$ cat src/rtl/uart_tx_pkg.sv
// Shared definitions for the UART transmit path: controller state encoding
// and the TX output mux select codes used by both controller and datapath.
package uart_tx_pkg;

    typedef enum logic [2:0] {
        IDLE   = 3'd0,
        START  = 3'd1,
        DATA   = 3'd2,
        PARITY = 3'd3,
        STOP1  = 3'd4,
        STOP2  = 3'd5
    } state_e;

    localparam logic [1:0] MUX_START     = 2'd0;
    localparam logic [1:0] MUX_DATA      = 2'd1;
    localparam logic [1:0] MUX_IDLE_STOP = 2'd2;
    localparam logic [1:0] MUX_PARITY    = 2'd3;

endpackage

$ cat src/rtl/uart_tx_ctrl_if.sv
// Handshake bundle between the TX controller and its source/datapath.
// slave = controller side, master = source/datapath side.
interface uart_tx_ctrl_if;

    logic       DATA_VALID;
    logic       PAR_EN;
    logic       STOP2;
    logic       ser_done;
    logic       ser_en;
    logic       load_en;
    logic [1:0] mux_sel;
    logic       busy;
    logic       frame_done;
    logic       frame_err;

    modport master (
        output DATA_VALID, PAR_EN, STOP2, ser_done,
        input  ser_en, load_en, mux_sel, busy, frame_done, frame_err
    );

    modport slave (
        input  DATA_VALID, PAR_EN, STOP2, ser_done,
        output ser_en, load_en, mux_sel, busy, frame_done, frame_err
    );

endinterface

$ cat src/rtl/uart_tx_ctrl.sv
// UART TX controller: sequences start, data, optional parity and one or two
// stop bits. One clock is one bit time. Back-to-back frames are loaded in the
// final stop cycle so the line never returns to idle between them.
module uart_tx_ctrl #(
    parameter int WIDTH = 8
) (
    input  logic         CLK,
    input  logic         RST,
    uart_tx_ctrl_if.slave bus
);
    import uart_tx_pkg::*;

    localparam int            CW       = $clog2(WIDTH + 1);
    localparam logic [CW-1:0] LAST_BIT = CW'(WIDTH - 1);

    localparam logic [2:0] S_IDLE   = IDLE;
    localparam logic [2:0] S_START  = START;
    localparam logic [2:0] S_DATA   = DATA;
    localparam logic [2:0] S_PARITY = PARITY;
    localparam logic [2:0] S_STOP1  = STOP1;
    localparam logic [2:0] S_STOP2  = STOP2;

    logic [2:0]    state;
    logic [2:0]    state_nxt;
    logic [CW-1:0] bit_cnt;
    logic          par_lat;
    logic          stop2_lat;
    logic          err;
    logic          last_bit;
    logic          data_exit;
    logic          ser_en;
    logic          load_en;
    logic [1:0]    mux_sel;
    logic          busy;
    logic          frame_done;

    // DATA ends on the serializer flag or when our own count says so,
    // whichever comes first, so a broken ser_done can never lock us up.
    always_comb begin
        last_bit  = (bit_cnt == LAST_BIT);
        data_exit = bus.ser_done || last_bit;
    end

    // Next-state and outputs; load_en is the only input-dependent output.
    always_comb begin
        state_nxt  = S_IDLE;
        mux_sel    = MUX_IDLE_STOP;
        ser_en     = 1'b0;
        busy       = 1'b0;
        frame_done = 1'b0;
        load_en    = 1'b0;
        case (state)
            S_IDLE: begin
                load_en   = bus.DATA_VALID;
                state_nxt = bus.DATA_VALID ? S_START : S_IDLE;
            end
            S_START: begin
                mux_sel   = MUX_START;
                busy      = 1'b1;
                state_nxt = S_DATA;
            end
            S_DATA: begin
                mux_sel   = MUX_DATA;
                ser_en    = 1'b1;
                busy      = 1'b1;
                state_nxt = !data_exit ? S_DATA : (par_lat ? S_PARITY : S_STOP1);
            end
            S_PARITY: begin
                mux_sel   = MUX_PARITY;
                busy      = 1'b1;
                state_nxt = S_STOP1;
            end
            S_STOP1: begin
                busy = 1'b1;
                if (stop2_lat) begin
                    state_nxt = S_STOP2;
                end else begin
                    frame_done = 1'b1;
                    load_en    = bus.DATA_VALID;
                    state_nxt  = bus.DATA_VALID ? S_START : S_IDLE;
                end
            end
            S_STOP2: begin
                busy       = 1'b1;
                frame_done = 1'b1;
                load_en    = bus.DATA_VALID;
                state_nxt  = bus.DATA_VALID ? S_START : S_IDLE;
            end
            default: state_nxt = S_IDLE;
        endcase
    end

    // State register; async reset puts the line back to idle-high at once.
    always_ff @(posedge CLK or negedge RST) begin
        if (!RST) state <= S_IDLE;
        else      state <= state_nxt;
    end

    // Data bit counter: cleared in START, held on the exit cycle so it
    // never runs past WIDTH-1.
    always_ff @(posedge CLK or negedge RST) begin
        if (!RST)                                bit_cnt <= '0;
        else if (state == S_START)               bit_cnt <= '0;
        else if (state == S_DATA && !data_exit)  bit_cnt <= bit_cnt + 1'b1;
    end

    // Frame options are captured only when a frame is loaded.
    always_ff @(posedge CLK or negedge RST) begin
        if (!RST) begin
            par_lat   <= 1'b0;
            stop2_lat <= 1'b0;
        end else if (load_en) begin
            par_lat   <= bus.PAR_EN;
            stop2_lat <= bus.STOP2;
        end
    end

    // Cross-check: ser_done must coincide exactly with the last counted bit.
    always_ff @(posedge CLK or negedge RST) begin
        if (!RST)                                           err <= 1'b0;
        else if (load_en)                                   err <= 1'b0;
        else if (state == S_DATA && (bus.ser_done != last_bit)) err <= 1'b1;
    end

    assign bus.ser_en     = ser_en;
    assign bus.load_en    = load_en;
    assign bus.mux_sel    = mux_sel;
    assign bus.busy       = busy;
    assign bus.frame_done = frame_done;
    assign bus.frame_err  = err;

endmodule

$ cat src/flat_wrapper.sv
// flat-port wrapper written by rule: the top's interface ports become plain ports
module uart_tx_ctrl_flat import uart_tx_pkg::*;
#(
    parameter int WIDTH = 8
)
  (CLK, RST, bus_DATA_VALID, bus_PAR_EN, bus_STOP2, bus_ser_done, bus_ser_en, bus_load_en, bus_mux_sel, bus_busy, bus_frame_done, bus_frame_err);
  uart_tx_ctrl_if bus_i ();
  input  logic CLK;
  input  logic RST;
  input wire logic [$bits(bus_i.DATA_VALID)-1:0] bus_DATA_VALID;
  input wire logic [$bits(bus_i.PAR_EN)-1:0] bus_PAR_EN;
  input wire logic [$bits(bus_i.STOP2)-1:0] bus_STOP2;
  input wire logic [$bits(bus_i.ser_done)-1:0] bus_ser_done;
  output wire logic [$bits(bus_i.ser_en)-1:0] bus_ser_en;
  output wire logic [$bits(bus_i.load_en)-1:0] bus_load_en;
  output wire logic [$bits(bus_i.mux_sel)-1:0] bus_mux_sel;
  output wire logic [$bits(bus_i.busy)-1:0] bus_busy;
  output wire logic [$bits(bus_i.frame_done)-1:0] bus_frame_done;
  output wire logic [$bits(bus_i.frame_err)-1:0] bus_frame_err;
  assign bus_i.DATA_VALID = bus_DATA_VALID;
  assign bus_i.PAR_EN = bus_PAR_EN;
  assign bus_i.STOP2 = bus_STOP2;
  assign bus_i.ser_done = bus_ser_done;
  assign bus_ser_en = bus_i.ser_en;
  assign bus_load_en = bus_i.load_en;
  assign bus_mux_sel = bus_i.mux_sel;
  assign bus_busy = bus_i.busy;
  assign bus_frame_done = bus_i.frame_done;
  assign bus_frame_err = bus_i.frame_err;
  uart_tx_ctrl #(.WIDTH(WIDTH)) u_core (.CLK(CLK), .RST(RST), .bus(bus_i));
endmodule
$ cat config.mk
export PLATFORM = sky130hd
export DESIGN_NAME = uart_tx_ctrl_flat
export DESIGN_NICKNAME = d
export VERILOG_FILES = /design/src/rtl/uart_tx_pkg.sv /design/src/rtl/uart_tx_ctrl_if.sv /design/src/rtl/uart_tx_ctrl.sv /design/src/flat_wrapper.sv
export SDC_FILE = /design/constraint.sdc
export NUM_CORES = 1
export LEC_CHECK = 0
export ABC_CLOCK_PERIOD_IN_PS = 1450
export BUFFER_PORTS_ARGS = -buffer_cell sky130_fd_sc_hd__buf_2
export CAP_MARGIN = 25
export CORE_AREA = 2 2 39 41
export CTS_BUF_LIST = sky130_fd_sc_hd__clkbuf_8
export DETAILED_ROUTE_END_ITERATION = 10
export DIE_AREA = 0 0 41 43
export GPL_TIMING_DRIVEN = 0
export PLACE_DENSITY = 0.72
export SLEW_MARGIN = 20
export SYNTH_ARGS = -nofsm -noshare
export SYNTH_HDL_FRONTEND = slang
export SYNTH_SLANG_ARGS = --single-unit
$ cat constraint.sdc
create_clock -name CLK -period 1.45 [get_ports CLK]
set_input_delay 0.2175 -clock CLK [delete_from_list [all_inputs] [get_ports CLK]]
set_output_delay 0.2175 -clock CLK [all_outputs]
set_load 0.01 [all_outputs]
==> run summary <==
LEAKAGE: 0.437 nW
Global placer's final weighted congestion: 0.777
VDD IR-drop max: 0.00129 V
Fmax: 0.644 GHz
Final period util: 1.07
Die Y: 43 µm
Vias in the first global route: 540
Post-Syn Area per Cell: 9.75 µm²
ANT cells: 0
Synthesized cell area: 614 µm²
Mapped Cells: 63
FF-to-FF Start: u_core.state[2]
Initial antenna violation count: 0
Final Skew: 0.000456 ns
Mux cell area share after synthesis: 0.0652
Post-Syn Nets: 71
CTS tree: yes
Latest clock arrival within the worst-skew pair: 0.23 ns
Netlist cell types: 30
Hold WC Path Type: input port to flop
Total grt overflow: 0
Area Growth Syn to Fin: 48.1%
Nets@finish: 99
Input/output buffers: 12
Status: complete, but fails checks
Clock Sinks: 10
Post-Route WL: 1710 µm
Pre-CTS WS: -0.126 ns
TNS Setup: -0.277 ns
YS warnings: 0
First-pass GRT wire length: 2620 µm
Worst path required time: 1.23 ns
Relative slew margins: 0.800
First-pass DRT Iterations: 4
Placed inst area: 709 µm²
Largest family of logic cells by synthesized area: compound AO/OA/AOI/OAI gates
Slew @ Worst Pin: 0.299 ns
R2R setup slack: -0.07 ns
Initial core utilization: 0.444
Die Area: 1760 µm²
Slew Limit Fails: 0
Critical Path Fanout Max: 5
Startpoint types: flop
Post-route cell area: 910 µm²
Commonest non-fill, non-tap cells in the layout: buf_2 (10), buf_4 (10), dfrtp_1 (9), buf_6 (7), o21ai_1 (7)
Clock Tree Root: clkbuf_8
Fraction of layout cells with a size suffix above 1: 0.483
Detailed Route Iter0 Violations: 9
# rows: 14
Setup violators final: 5
Vias: 586
Minimum clock period: 1.55 ns
R2r endpoint: u_core.stop2_lat
CP Launch Point: u_core.state[2]
Critical path type: flop to output port
Drc violations: 0
RSZ-0062 raised after global routing: true
CTS clk-pin slew, worst paths: 0.05 ns
Failing checks: setup timing
GRT Util Overall: 0.225
Setup crit end: bus_load_en
XOR/XNOR Fraction of Synth Area: 0.0143
TritonCTS buffer count: 3
Depth of the most critical reg-to-reg path: 4
Post-DP HPWL: 966 µm
Final hold violation count: 0
Post-synthesis sequential area ratio: 0.407
Die extent in x: 41 µm
Final setup margin: -0.103 ns
Pwr/cell area: 2130 nW/µm²
CTS HTree Levels: 1
Core footprint: 1380 µm²
Largest net degree at the start of global routing: 11
Vias per std cell: 5.58
I/O pin count: 13
Max clock buf depth: 2
Final ANT Viol Nets: 0
DR WL/cell: 16.3 µm
Post-Synth Adder-Cell Area: 0.0407
Total of max-cap violations: 0
Number of synthesized register bits: 10
CP arrival: 1.34 ns
WHS Path Cells: 2
Simple-gate share of the synthesized area: 0.193
Complex-gate fraction of the synthesized area: 0.206
Worst setup EP type: output port
-- routing by layer --
| metal | up-vias | global-route usage | part of all wire |
|---|---|---|---|
| li1 | 281 | - | - |
| met1 | 288 | 0.297 | 0.44 |
| met2 | 15 | 0.322 | 0.52 |
| met3 | 2 | 0.0576 | 0.037 |
| met4 | 0 | 0.127 | 0.0053 |
| met5 | - | 0 | 0 |
-- cells by family (layout without fill, tap and decap cells) --
logic type               count (synthesis)  count (layout)
AND/OR/NAND/NOR                         19              19
XOR/XNOR                                 1               1
flip-flops                              10              10
AO/OA/AOI/OAI                           20              20
multiplexers                             3               3
adder cells (fa/ha/maj)                  2               2
buffers and inverters                    8              34
-- cell type report --
type / instances / area [µm²]
Fill cell: 102 / 474
Multi-Input combinational cell: 45 / 372
Sequential cell: 10 / 251
Timing Repair Buffer: 25 / 180
Clock buffer: 3 / 41.3
Buffer: 3 / 33.8
Tap cell: 16 / 20.0
Inverter: 3 / 11.3
-- registers in the layout, indices dropped and copies added, names as in the netlist --
signal	flops
u_core.state	3
u_core.bit_cnt	4
u_core.bus.frame_err	1
u_core.stop2_lat	1
u_core.par_lat	1
-- power by group --
part | switching [mW] | internal (mW) | total (mW)
combinational | 0.564 | 0.603 | 1.17
clock | 0.104 | 0.181 | 0.285
sequential | 0.0981 | 0.383 | 0.481
total | 0.766 | 1.17 | 1.93
-- per-stage QoR --
step / util / power (mW) / hold slack (ns) / std cells
5_1_grt: 0.657 / 2.06 / 0.216 / 105
3_5_place_dp: 0.513 / 1.29 / 0.0924 / 91
6_report: 0.657 / 1.93 / 0.220 / 105
3_3_place_gp: 0.513 / 1.26 / 0.0909 / 91
4_1_cts: 0.596 / 1.72 / 0.216 / 102
2_1_floorplan: - / 1.06 / -0.0781 / 63
-- worst min-delay path by stage --
stage	startpoint	endpoint
floorplan	RST	u_core.bit_cnt[0]
global placement	RST	u_core.bit_cnt[2]
detailed placement	RST	u_core.bit_cnt[2]
CTS	bus_PAR_EN	u_core.par_lat
global route	bus_PAR_EN	u_core.par_lat
finish	bus_PAR_EN	u_core.par_lat
-- cell usage after synthesis --
library cell / number / share of area
nand4b_1: 1 / 0.014
nand2_1: 1 / 0.0061
o21ai_1: 5 / 0.041
nand3b_1: 1 / 0.012
o211ai_1: 1 / 0.012
nor2b_1: 1 / 0.010
xor2_1: 1 / 0.014
and3_1: 1 / 0.010
inv_1: 3 / 0.018
dfrtp_1: 10 / 0.41
o2bb2ai_1: 1 / 0.014
mux2_4: 2 / 0.049
nor2_1: 3 / 0.018
buf_6: 2 / 0.037
o21ai_0: 3 / 0.024
a21bo_1: 1 / 0.016
nand2b_1: 4 / 0.041
a31oi_1: 2 / 0.020
ha_1: 2 / 0.041
clkbuf_1: 3 / 0.018
and4b_1: 1 / 0.016
o21ba_2: 1 / 0.016
nor4b_1: 1 / 0.014
mux2i_1: 1 / 0.016
nor3_1: 2 / 0.016
a32oi_1: 2 / 0.029
and3b_1: 1 / 0.014
or3_1: 1 / 0.010
a21oi_1: 4 / 0.033
nand4_1: 1 / 0.010
-- critical path, stage by stage, from the launching register on --
cell	delay, ns
dfrtp_1	0.42
and3b_2	0.24
and4b_2	0.33
buf_6	0.12
-- timing repair --
action	CTS	global route
gates resized for setup	7	22
setup endpoints to repair	10	12
pin swaps	3	4
cloned	0	0
hold buffers	1	0
setup buffers	8	4
endpoints found under the hold margin	10	0
Note: power is estimated with default switching activity, not from simulation.
